## src/rtl/regfile_dump_if.sv

```systemverilog
// Dump-engine bus: register-file read port plus the outgoing byte stream (valid/ready).
interface regfile_dump_if #(
    parameter int unsigned XLEN   = 32,
    parameter int unsigned ADDR_W = 5
);
    logic [ADDR_W-1:0] rf_addr;
    logic [XLEN-1:0]   rf_data;
    logic [7:0]        tx_data;
    logic              tx_valid;
    logic              tx_ready;

    modport master (
        output rf_addr,
        output tx_data,
        output tx_valid,
        input  rf_data,
        input  tx_ready
    );

    modport slave (
        input  rf_addr,
        input  tx_data,
        input  tx_valid,
        output rf_data,
        output tx_ready
    );
endinterface

```

## src/rtl/regfile_dump.sv

```systemverilog
// Register-file dump engine: streams an 0xA5 header then every register LSB-first over valid/ready.
// Define DUMP_CHECKSUM_EN to append an XOR checksum byte of all data bytes.
module regfile_dump #(
    parameter int unsigned XLEN   = 32,
    parameter int unsigned NREGS  = 32,
    parameter int unsigned ADDR_W = 5
) (
    input  logic           clk,
    input  logic           reset,
    input  logic           i_start,
    output logic           o_busy,
    output logic           o_done,
    regfile_dump_if.master bus
);
    localparam int unsigned NBYTES   = XLEN / 8;
    localparam int unsigned CNT_W    = (NBYTES > 1) ? $clog2(NBYTES) : 1;
    localparam logic [7:0]  HDR_BYTE = 8'hA5;

    typedef enum logic [2:0] {
        S_IDLE,
        S_HDR,
        S_LOAD,
        S_SEND,
`ifdef DUMP_CHECKSUM_EN
        S_CSUM,
`endif
        S_DONE
    } state_t;

    state_t            r_state, w_state_nxt;
    logic [XLEN-1:0]   r_shift, w_shift_nxt;
    logic [CNT_W-1:0]  r_cnt, w_cnt_nxt;
    logic [ADDR_W-1:0] r_addr, w_addr_nxt;
    logic [7:0]        r_tx_data, w_tx_data_nxt;
    logic              r_tx_valid, w_tx_valid_nxt;
    logic              r_busy, r_done;
    logic              w_hs, w_last_byte, w_last_reg;
`ifdef DUMP_CHECKSUM_EN
    logic [7:0]        r_csum, w_csum_nxt;
`endif

    assign w_hs        = r_tx_valid & bus.tx_ready;
    assign w_last_byte = (r_cnt == CNT_W'(NBYTES - 1));
    assign w_last_reg  = (r_addr == ADDR_W'(NREGS - 1));

    // Next-state and datapath update; outputs are derived from the next state so they register cleanly
    always_comb begin
        w_state_nxt    = r_state;
        w_shift_nxt    = r_shift;
        w_cnt_nxt      = r_cnt;
        w_addr_nxt     = r_addr;
        w_tx_data_nxt  = 8'h00;
        w_tx_valid_nxt = 1'b0;
`ifdef DUMP_CHECKSUM_EN
        w_csum_nxt     = r_csum;
`endif
        case (r_state)
            S_IDLE: begin
                if (i_start) begin
                    w_state_nxt = S_HDR;
                    w_addr_nxt  = '0;
`ifdef DUMP_CHECKSUM_EN
                    w_csum_nxt  = 8'h00;
`endif
                end
            end
            S_HDR: begin
                if (w_hs) w_state_nxt = S_LOAD;
            end
            S_LOAD: begin
                w_shift_nxt = bus.rf_data;
                w_cnt_nxt   = '0;
                w_state_nxt = S_SEND;
            end
            S_SEND: begin
                if (w_hs) begin
                    w_shift_nxt = r_shift >> 8;
                    w_cnt_nxt   = r_cnt + CNT_W'(1);
`ifdef DUMP_CHECKSUM_EN
                    w_csum_nxt  = r_csum ^ r_shift[7:0];
`endif
                    if (w_last_byte) begin
                        if (w_last_reg) begin
`ifdef DUMP_CHECKSUM_EN
                            w_state_nxt = S_CSUM;
`else
                            w_state_nxt = S_DONE;
`endif
                        end else begin
                            w_addr_nxt  = r_addr + ADDR_W'(1);
                            w_state_nxt = S_LOAD;
                        end
                    end
                end
            end
`ifdef DUMP_CHECKSUM_EN
            S_CSUM: begin
                if (w_hs) w_state_nxt = S_DONE;
            end
`endif
            S_DONE:  w_state_nxt = S_IDLE;
            default: w_state_nxt = S_IDLE;
        endcase

        case (w_state_nxt)
            S_HDR: begin
                w_tx_valid_nxt = 1'b1;
                w_tx_data_nxt  = HDR_BYTE;
            end
            S_SEND: begin
                w_tx_valid_nxt = 1'b1;
                w_tx_data_nxt  = w_shift_nxt[7:0];
            end
`ifdef DUMP_CHECKSUM_EN
            S_CSUM: begin
                w_tx_valid_nxt = 1'b1;
                w_tx_data_nxt  = w_csum_nxt;
            end
`endif
            default: begin
                w_tx_valid_nxt = 1'b0;
                w_tx_data_nxt  = 8'h00;
            end
        endcase
    end

    always_ff @(posedge clk or negedge reset) begin
        if (!reset) begin
            r_state    <= S_IDLE;
            r_shift    <= '0;
            r_cnt      <= '0;
            r_addr     <= '0;
            r_tx_data  <= 8'h00;
            r_tx_valid <= 1'b0;
            r_busy     <= 1'b0;
            r_done     <= 1'b0;
`ifdef DUMP_CHECKSUM_EN
            r_csum     <= 8'h00;
`endif
        end else begin
            r_state    <= w_state_nxt;
            r_shift    <= w_shift_nxt;
            r_cnt      <= w_cnt_nxt;
            r_addr     <= w_addr_nxt;
            r_tx_data  <= w_tx_data_nxt;
            r_tx_valid <= w_tx_valid_nxt;
            r_busy     <= (w_state_nxt != S_IDLE);
            r_done     <= (w_state_nxt == S_DONE);
`ifdef DUMP_CHECKSUM_EN
            r_csum     <= w_csum_nxt;
`endif
        end
    end

    assign bus.rf_addr  = r_addr;
    assign bus.tx_data  = r_tx_data;
    assign bus.tx_valid = r_tx_valid;
    assign o_busy       = r_busy;
    assign o_done       = r_done;
endmodule

```

## src/flat_wrapper.sv

```systemverilog
// flat-port wrapper written by rule: the top's interface ports become plain ports
module regfile_dump_flat 
#(
    parameter int unsigned XLEN   = 32,
    parameter int unsigned NREGS  = 32,
    parameter int unsigned ADDR_W = 5
)
  (clk, reset, i_start, o_busy, o_done, bus_rf_addr, bus_tx_data, bus_tx_valid, bus_rf_data, bus_tx_ready);
  regfile_dump_if #(.XLEN(XLEN), .ADDR_W(ADDR_W)) bus_i ();
  input  logic clk;
  input  logic reset;
  input  logic i_start;
  output logic o_busy;
  output logic o_done;
  output wire logic [$bits(bus_i.rf_addr)-1:0] bus_rf_addr;
  output wire logic [$bits(bus_i.tx_data)-1:0] bus_tx_data;
  output wire logic [$bits(bus_i.tx_valid)-1:0] bus_tx_valid;
  input wire logic [$bits(bus_i.rf_data)-1:0] bus_rf_data;
  input wire logic [$bits(bus_i.tx_ready)-1:0] bus_tx_ready;
  assign bus_rf_addr = bus_i.rf_addr;
  assign bus_tx_data = bus_i.tx_data;
  assign bus_tx_valid = bus_i.tx_valid;
  assign bus_i.rf_data = bus_rf_data;
  assign bus_i.tx_ready = bus_tx_ready;
  regfile_dump #(.XLEN(XLEN), .NREGS(NREGS), .ADDR_W(ADDR_W)) u_core (.clk(clk), .reset(reset), .i_start(i_start), .o_busy(o_busy), .o_done(o_done), .bus(bus_i));
endmodule
```

## config.mk

```make
export PLATFORM = sky130hd
export DESIGN_NAME = regfile_dump_flat
export DESIGN_NICKNAME = d
export VERILOG_FILES = /design/src/rtl/regfile_dump_if.sv /design/src/rtl/regfile_dump.sv /design/src/flat_wrapper.sv
export SDC_FILE = /design/constraint.sdc
export NUM_CORES = 1
export LEC_CHECK = 0
export ABC_CLOCK_PERIOD_IN_PS = 1750
export CAP_MARGIN = 20
export CORE_ASPECT_RATIO = 0.9
export CORE_UTILIZATION = 45
export DETAILED_ROUTE_END_ITERATION = 16
export PLACE_DENSITY = 0.72
export SYNTH_ARGS = -nofsm -noshare
export SYNTH_HDL_FRONTEND = slang
export SYNTH_SLANG_ARGS = --single-unit
```

## constraint.sdc

```tcl
create_clock -name clk -period 1.75 [get_ports clk]
set_clock_uncertainty 0.05 [all_clocks]
set_input_delay 0.2625 -clock clk [delete_from_list [all_inputs] [get_ports clk]]
set_output_delay 0.2625 -clock clk [all_outputs]
set_load 0.03 [all_outputs]
```

After elaboration in Yosys (flattened, before gate mapping) --
Cells that the tools add are included.
Storage, ports and cells: output and inout bits 16, logic and storage cells 48, flip-flop bits (word level) 53
Cells by class: bitwise gates (word level) 1, reductions and logical operators 7, add/subtract/negate cells 2, eq/ne operators 12, multiplexer cells 17
Operator list (number):
- one-hot mux 32 bit (2 select lines) | 1
- two-way mux 32 bit | 1
- two-way mux 5 bit | 4
- one-hot mux 8 bit (2 select lines) | 1
- two-way mux 3 bit | 5
- one-hot mux 3 bit (4 select lines) | 1
- one-hot mux 5 bit (2 select lines) | 1
- == test 3 x 2 -> 1 bit, second input constant | 3
- == test 3 x 1 -> 1 bit, second input constant | 2
- adder 5 x 1 -> 5 bit, second input constant | 1
- == test 5 bit, second input constant | 1
- AND reduction 5 bit | 1
- inequality test 2 x 1 -> 1 bit, second input constant | 2
- inequality test 2 bit, second input constant | 2
- one-hot mux 2 bit (2 select lines) | 1
- nonzero test 2 bit | 2
- == test 3 bit, second input constant | 1
- zero test 3 bit | 1
- nonzero test 3 bit | 1
- adder 2 x 1 -> 2 bit, second input constant | 1
- == test 2 bit, second input constant | 1
- two-way mux 2 bit | 1
- AND reduction 2 bit | 1
- OR reduction 2 bit | 1
- other kinds (2) | 2

Depth between registers and ports, before layout --
Gate-level depths: netlist (run 1).
depth in word-level cells 8, mapped depth 7

Worst setup path after synthesis (run 1) --
No wires, ideal clock.
path kind reg2reg, start reg u_core.r_addr[0] (netlist: u_core.bus.rf_addr[0]), end reg u_core.r_addr[1] (netlist: u_core.bus.rf_addr[1]), arrival 1.730 ns, path slack -0.175 ns, data required time 1.555 ns, setup time 0.145 ns, period minus slack after synthesis 1.925 ns, cell stages (with the launch flop) 8, buffers on the path 0, path through dfrtp_1 > ha_1 > and3_1 > ha_1 > nor4bb_1 > o32ai_1 > nand2_1 > o21ai_0
Between the ends: cells in the longest elaborated chain, start to end 5, elaborated cells between the ends (all ways) 8, those cells by class 1 x add/sub; 2 x eq/ne; 4 x mux; 1 x reduce/logical
RTL lines:
- start, declared | RTL line regfile_dump.sv:33 | logic [ADDR_W-1:0] r_addr, w_addr_nxt;
- start signal, assigned | RTL line regfile_dump.sv:144 | r_addr <= w_addr_nxt;
- adder 5 x 1 -> 5 bit | RTL line regfile_dump.sv:90 | w_addr_nxt = r_addr + ADDR_W'(1);
- two-way mux 5 bit | RTL line regfile_dump.sv:83 | if (w_last_reg) begin
- two-way mux 5 bit | RTL line regfile_dump.sv:82 | if (w_last_byte) begin
- two-way mux 5 bit | RTL line regfile_dump.sv:76 | if (w_hs) begin
- one-hot mux 5 bit (2 select lines) | RTL line regfile_dump.sv:57 | case (r_state)
Several ways; a longest one is shown, not always the timed one. The select of a mux whose other input is x is not followed. A chain may end at the register's enable or synchronous reset.

Worst setup path after layout (run 1) --
start reg u_core.r_addr[1] (netlist: u_core.bus.rf_addr[1]), end reg u_core.r_addr[1] (netlist: u_core.bus.rf_addr[1])
Same word-level chain as after synthesis.

==> flow_summary.ini, run 1 <==
[clock_network]
cts_sinks = 53
clock_path_buffers = 2
htreeDepth = 2
worstSkewPairLatency_ns = 0.31
cts_root_buf = clkbuf_8
cts_inserted_buffers = 5
post-cts-setup-buffers = 0
cts_tree = yes
cts.clk_slew.worst_paths_ns = 0.10

[setup_path]
critPathKind = reg2reg
cp_data_required_time_ns = 1.88
worstPathArrival_ns = 1.84
end_kind = register
critPathMaxFanout = 6
critPathLaunchType = register

[routing]
wirelength_microns = 5380
vias = 1996
viasPerCell = 5.79
antenna_left = 0
drc = 0
first_pass_iters = 4
drt_iter0_markers = 97
wl_per_cell_microns = 15.6

[synth]
yosys_warnings = 0
ys_top_cells_by_area = dfrtp_1, o22ai_1, a21oi_1, a22o_1, ha_1
ys_types = 33
mappedNetlistArea_sq_um = 2340
syn_inst = 213
synth_top_area_frac = 0.566
synth_seq_area_share = 0.566
synth_area_per_cell_sq_um = 11.0
synth_top_area_cell = dfrtp_1
ys_ff_latch = 53
synth_nets = 252

[placed_design]
place_ws_ns = -0.0977
placed_cells = 336
gp_congestion = 0.848
dp_hpwl_microns = 3810
io_buffer_count = 51

[final_layout]
syn2layout_area_growth_pct = 35.4
final_cell_count_no_fill = 345
n_fill_cell = 401
drive_gt1_frac = 0.168
nets = 318
diodes = 0

[job]
maxCapViolCount = 0

[sta]
rsz0062_at_grt = yes
whs_ns = 0.344
fmax_mhz = 586
tightest_slew_ns = 0.412
slew_headroom = 0.725
finalMaxSlewViolations = 0
post-route-period-util = 0.975
period_needed_ns = 1.71
final.setup.tns_ns = 0
setup_viol = 0
fin_ws_ns = 0.0430
hold_violations = 0

[grt]
grt_overflow = 0
grt_util_all_layers = 0.203
antenna_found_initial = 0
grt_pass1_vias = 1790
grt_max_degree = 22
grt_pass1_wl_microns = 8740

[power]
p_total_mw = 4.37
cellPowerDensity_nw_per_um2 = 1380
vdd.ir_drop.worst_v = 0.000742
leakage_nw = 1.37

[status]
status = finished clean

[floorplan]
ios = 52
start_util = 0.476
die_y_microns = 70.4
num_rows = 24
core_area_sq_um = 4920
fp.dieW_microns = 78.1
die_area_sq_um = 5500

[min_path]
min_path_type = in2async
[what timing repair did]
action                                  in CTS  in global routing
endpoints found under the hold margin       12                  0
pin swaps                                    0                  1
gates cloned                                 0                  0
endpoints found under the setup margin       3                 15
hold buffers                                 1                  0
resized for setup                            3                  5
[worst max-delay path, cell delays in order (launching register included)]
cell      delay, ns
dfrtp_2        0.41
ha_2           0.19
and3_4         0.18
ha_4           0.19
nor4bb_4       0.27
o32ai_2        0.16
nand2_1        0.08
o21ai_1        0.06
[power by group]
part           switching, mW  internal, mW  total [mW]
combinational          0.848         0.799        1.65
clock                  0.402         0.322       0.724
sequential             0.309          1.69        2.00
[cell usage in the layout, fill, tap and decap left out, types with 2 or more instances in the layout]
cell,n
dfrtp_1,51
nor2_1,4
buf_4,22
xnor2_1,2
clkbuf_8,6
dlymetal6s2s_1,2
inv_1,6
nand2_1,10
nor2b_1,3
dfrtp_2,2
dlygate4sd2_1,3
a22o_1,10
o22ai_2,2
a21oi_1,24
o21a_1,4
o22ai_1,46
a21oi_2,2
nor4b_1,2
o21ai_0,3
clkdlybuf4s50_1,45
o21ai_1,2
nand3_1,6
[final cells by class]
type | count | area [sq um] | area share
inverters | 6 | 22.5 | 0.00710
repair buffers | 75 | 702 | 0.221
flip-flops and latches | 53 | 1330 | 0.419
clock buffers | 6 | 82.6 | 0.0260
multi-input cells | 138 | 941 | 0.297
clock inverters | 2 | 13.8 | 0.00434
well taps | 65 | 81.3 | 0.0256
[cell usage after synthesis]
cell type / count
nor4b_1: 2
ha_1: 3
dfrtp_1: 53
xnor2_1: 2
o22ai_1: 46
buf_8: 1
o21ai_0: 5
and3_1: 2
or3b_1: 1
o21a_1: 4
buf_4: 3
a22o_1: 10
o41ai_1: 1
nor4_1: 1
nor2_1: 5
nand2_1: 10
a21oi_2: 2
inv_1: 6
and2_1: 1
o32ai_1: 1
o22ai_2: 2
clkbuf_1: 3
a311o_1: 1
buf_6: 2
or2b_1: 1
nand3_1: 6
buf_2: 7
nor2b_1: 4
a21oi_1: 24
a211oi_1: 1
nor4bb_1: 1
nand4b_2: 1
and4_1: 1
[registers in the layout, summed over array words and instances, names as in the netlist]
signal / count
u_core.r_shift: 32
u_core.bus.tx_data: 8
u_core.bus.rf_addr: 5
u_core.r_state: 3
u_core.r_cnt: 2
u_core.bus.tx_valid: 1
u_core.o_busy: 1
u_core.o_done: 1
[per-stage QoR]
| stage | util | cell area (sq um) |
|---|---|---|
| finish | 0.644 | 3170 |
| global route | 0.644 | 3170 |
| CTS | 0.639 | 3150 |
| detailed placement | 0.619 | 3050 |
| global placement | 0.619 | 3050 |
| floorplan | - | 2380 |
[routing by layer]
layer / wire length [microns] / up-vias / GRT usage / share of wire
li1: - / 947 / - / -
met1: 2490 / 978 / 0.291 / 0.46
met2: 2530 / 60 / 0.315 / 0.47
met3: 283 / 11 / 0.0379 / 0.053
met4: 76 / 0 / 0.0597 / 0.014
met5: 0 / - / 0 / 0
[worst paths after layout]
check                                   endpoint                   from  cells past startpoint  slack, ns
max                        u_core.bus.rf_addr[1]  u_core.bus.rf_addr[1]                      7       0.04
max in group asynchronous     u_core.r_shift[28]                  reset                      3       0.82
max reg2reg                u_core.bus.rf_addr[1]  u_core.bus.rf_addr[1]                      7       0.04
min reg2reg                   u_core.r_shift[28]     u_core.r_shift[28]                      1       0.47
min in group clk              u_core.r_shift[28]     u_core.r_shift[28]                      1       0.47
min                        u_core.bus.tx_data[3]                  reset                      2       0.34
[kinds of logic after synthesis]
kind of cell / after synthesis / synth area share
simple gates: 36 / 0.0871
flops: 53 / 0.566
fa+ha+maj: 3 / 0.0160
xor+xnor: 2 / 0.00748
buf+inv: 22 / 0.0550
compound gates: 97 / 0.268
Note: power is estimated with default switching activity, not from simulation.
==> inputs of run 2 (changes only) <==
--- a/config.mk
+++ b/config.mk
@@ -7,10 +7,12 @@
 export LEC_CHECK = 0
 export ABC_CLOCK_PERIOD_IN_PS = 1750
 export CAP_MARGIN = 20
+export CELL_PAD_IN_SITES_DETAIL_PLACEMENT = 1
+export CELL_PAD_IN_SITES_GLOBAL_PLACEMENT = 1
 export CORE_ASPECT_RATIO = 0.9
-export CORE_UTILIZATION = 45
+export CORE_UTILIZATION = 35
 export DETAILED_ROUTE_END_ITERATION = 16
-export PLACE_DENSITY = 0.72
+export PLACE_DENSITY = 0.81
 export SYNTH_ARGS = -nofsm -noshare
 export SYNTH_HDL_FRONTEND = slang
 export SYNTH_SLANG_ARGS = --single-unit
==> run 2 against run 1 <==
Compared with the run above:
- the flow now finishes with violations (setup timing)
- setup slack worse by 0.11 ns
- non-clock buffer count fell by 4
- register-to-register slack lost 0.11 ns
- first-iteration DRC count is 16% higher
- sequential power hardly changed
- critical path type unchanged
- critical endpoint is now u_core.bus.tx_data[5]
- largest cell class unchanged
==> flow_summary.ini, run 2 (synthesized netlist as in run 1, its figures left out) <==
[status]
status = complete, but fails checks
violations = setup timing

[min_path]
min_path_type = in2async

[floorplan]
start_util = 0.373
core_area_sq_um = 6280
die_y_microns = 79.6
ios = 52
die_area_sq_um = 7020
num_rows = 27
fp.dieW_microns = 88.2

[grt]
antenna_found_initial = 0
grt_pass1_vias = 2155
grt_util_all_layers = 0.194
grt_pass1_wl_microns = 10600
grt_overflow = 0
grt_max_degree = 54

[sta]
post-route-period-util = 1.04
fin_ws_ns = -0.0628
period_needed_ns = 1.81
rsz0062_at_grt = yes
slew_headroom = 0.736
fmax_mhz = 552
hold_violations = 0
finalMaxSlewViolations = 0
tightest_slew_ns = 0.395
setup_viol = 4

[job]
maxCapViolCount = 0

[setup_path]
end_kind = register
reg2regPathDepth = 5
crit_top_cell = ha_4
worstPathArrival_ns = 1.95
r2r_slack_ns = -0.06
cp_slowest_cell = a311o_1
cp_cell_sequence = ha_4 > and3_4 > ha_4 > a311o_1 > o21a_1
r2r_end = u_core.bus.tx_data[5]
critPathLaunchType = register
crit_path_max_incr_delay_ns = 0.46
cp_data_required_time_ns = 1.89
critPathMaxFanout = 6
critPathKind = reg2reg
reg2reg_from = u_core.bus.rf_addr[0]

[clock_network]
cts.clk_slew.worst_paths_ns = 0.09
cts_root_buf = clkbuf_8
htreeDepth = 2
cts_sinks = 53
worstSkewPairLatency_ns = 0.30
clock_path_buffers = 2
cts_inserted_buffers = 5
cts_tree = yes

[final_layout]
nets = 314
max_flop_register = u_core.r_shift
final_cell_mix = dfrtp_1, o22ai_1, clkdlybuf4s50_1
postLayoutCellArea_sq_um = 3190
multi_input_area_sq_um = 962
ff_latch_area_sq_um = 1330
drive_gt1_frac = 0.156
syn2layout_area_growth_pct = 36.4
largest_reg_flops = 32
diodes = 0
n_fill_cell = 683
final_common_cell = dfrtp_1

[power]
vdd.ir_drop.worst_v = 0.000685
leakage_nw = 1.34
cellPowerDensity_nw_per_um2 = 1390
p_total_mw = 4.44

[routing]
vias = 2002
drt_iter0_markers = 113
viasPerCell = 5.53
wl_per_cell_microns = 17.8
antenna_left = 0
wirelength_microns = 6430
first_pass_iters = 5
drc = 0

[placed_design]
gp_congestion = 0.748
place_ws_ns = -0.171
dpl_cell_area_sq_um = 3060
io_buffer_count = 51
dp_hpwl_microns = 4460
==> run 2: metal layers <==
| metal | track usage | wire, microns | up-vias |
|---|---|---|---|
| li1 | - | - | 939 |
| met3 | 0.0321 | 194 | 4 |
| met4 | 0.0452 | 43 | 0 |
| met2 | 0.343 | 3330 | 47 |
| met1 | 0.247 | 2870 | 1012 |
| met5 | 0 | 0 | - |
==> run 2: timing repair <==
action / in CTS / in global routing
hold buffers: 1 / 0
setup endpoints to repair: 5 / 16
resized for setup: 4 / 6
hold endpoints to repair: 53 / 0
buffers inserted: 0 / 0
pin swaps: 1 / 4
==> run 2: area by class of cell <==
class / count / area share
Tap cell: 87 / 0.0341
Multi-Input combinational cell: 138 / 0.301
Sequential cell: 53 / 0.416
Timing Repair Buffer: 71 / 0.213
Inverter: 6 / 0.00705
Clock inverter: 1 / 0.00235
Clock buffer: 6 / 0.0259
==> run 2: worst max path at each step <==
stage	from	end	cells after the start
detailed placement	bus_tx_ready	u_core.bus.tx_data[6]	6
global route	u_core.r_cnt[0]	u_core.bus.rf_addr[0]	6
floorplan	u_core.bus.rf_addr[1]	u_core.bus.rf_addr[4]	7
CTS	u_core.bus.rf_addr[1]	u_core.bus.rf_addr[0]	7
finish	u_core.bus.rf_addr[0]	u_core.bus.tx_data[5]	5
global placement	bus_tx_ready	u_core.bus.tx_data[0]	5
==> run 2: critical path, delay by kind of cell, from the launching register on <==
| kind | cells | cell delay [ns] |
|---|---|---|
| AND/OR/NAND/NOR | 1 | 0.18 |
| AO/OA/AOI/OAI | 2 | 0.69 |
| adder cells (fa/ha/maj) | 2 | 0.35 |
| flip-flops | 1 | 0.44 |
==> run 2: stage by stage <==
stage	utilization	hold WS, ns	std cells	TNS, ns
2_1_floorplan	-	-0.0831	213	-0.0140
3_3_place_gp	0.486	0.227	354	-0.711
3_5_place_dp	0.486	0.237	354	-1.38
4_1_cts	0.503	0.446	362	0
5_1_grt	0.508	0.478	362	-0.509
6_report	0.508	0.432	362	-0.166
==> run 2: power by group <==
part | total [mW] | switching (mW) | internal [mW]
clock network | 0.700 | 0.386 | 0.314
logic | 1.71 | 0.899 | 0.814
registers | 2.03 | 0.341 | 1.69
total | 4.44 | 1.63 | 2.82
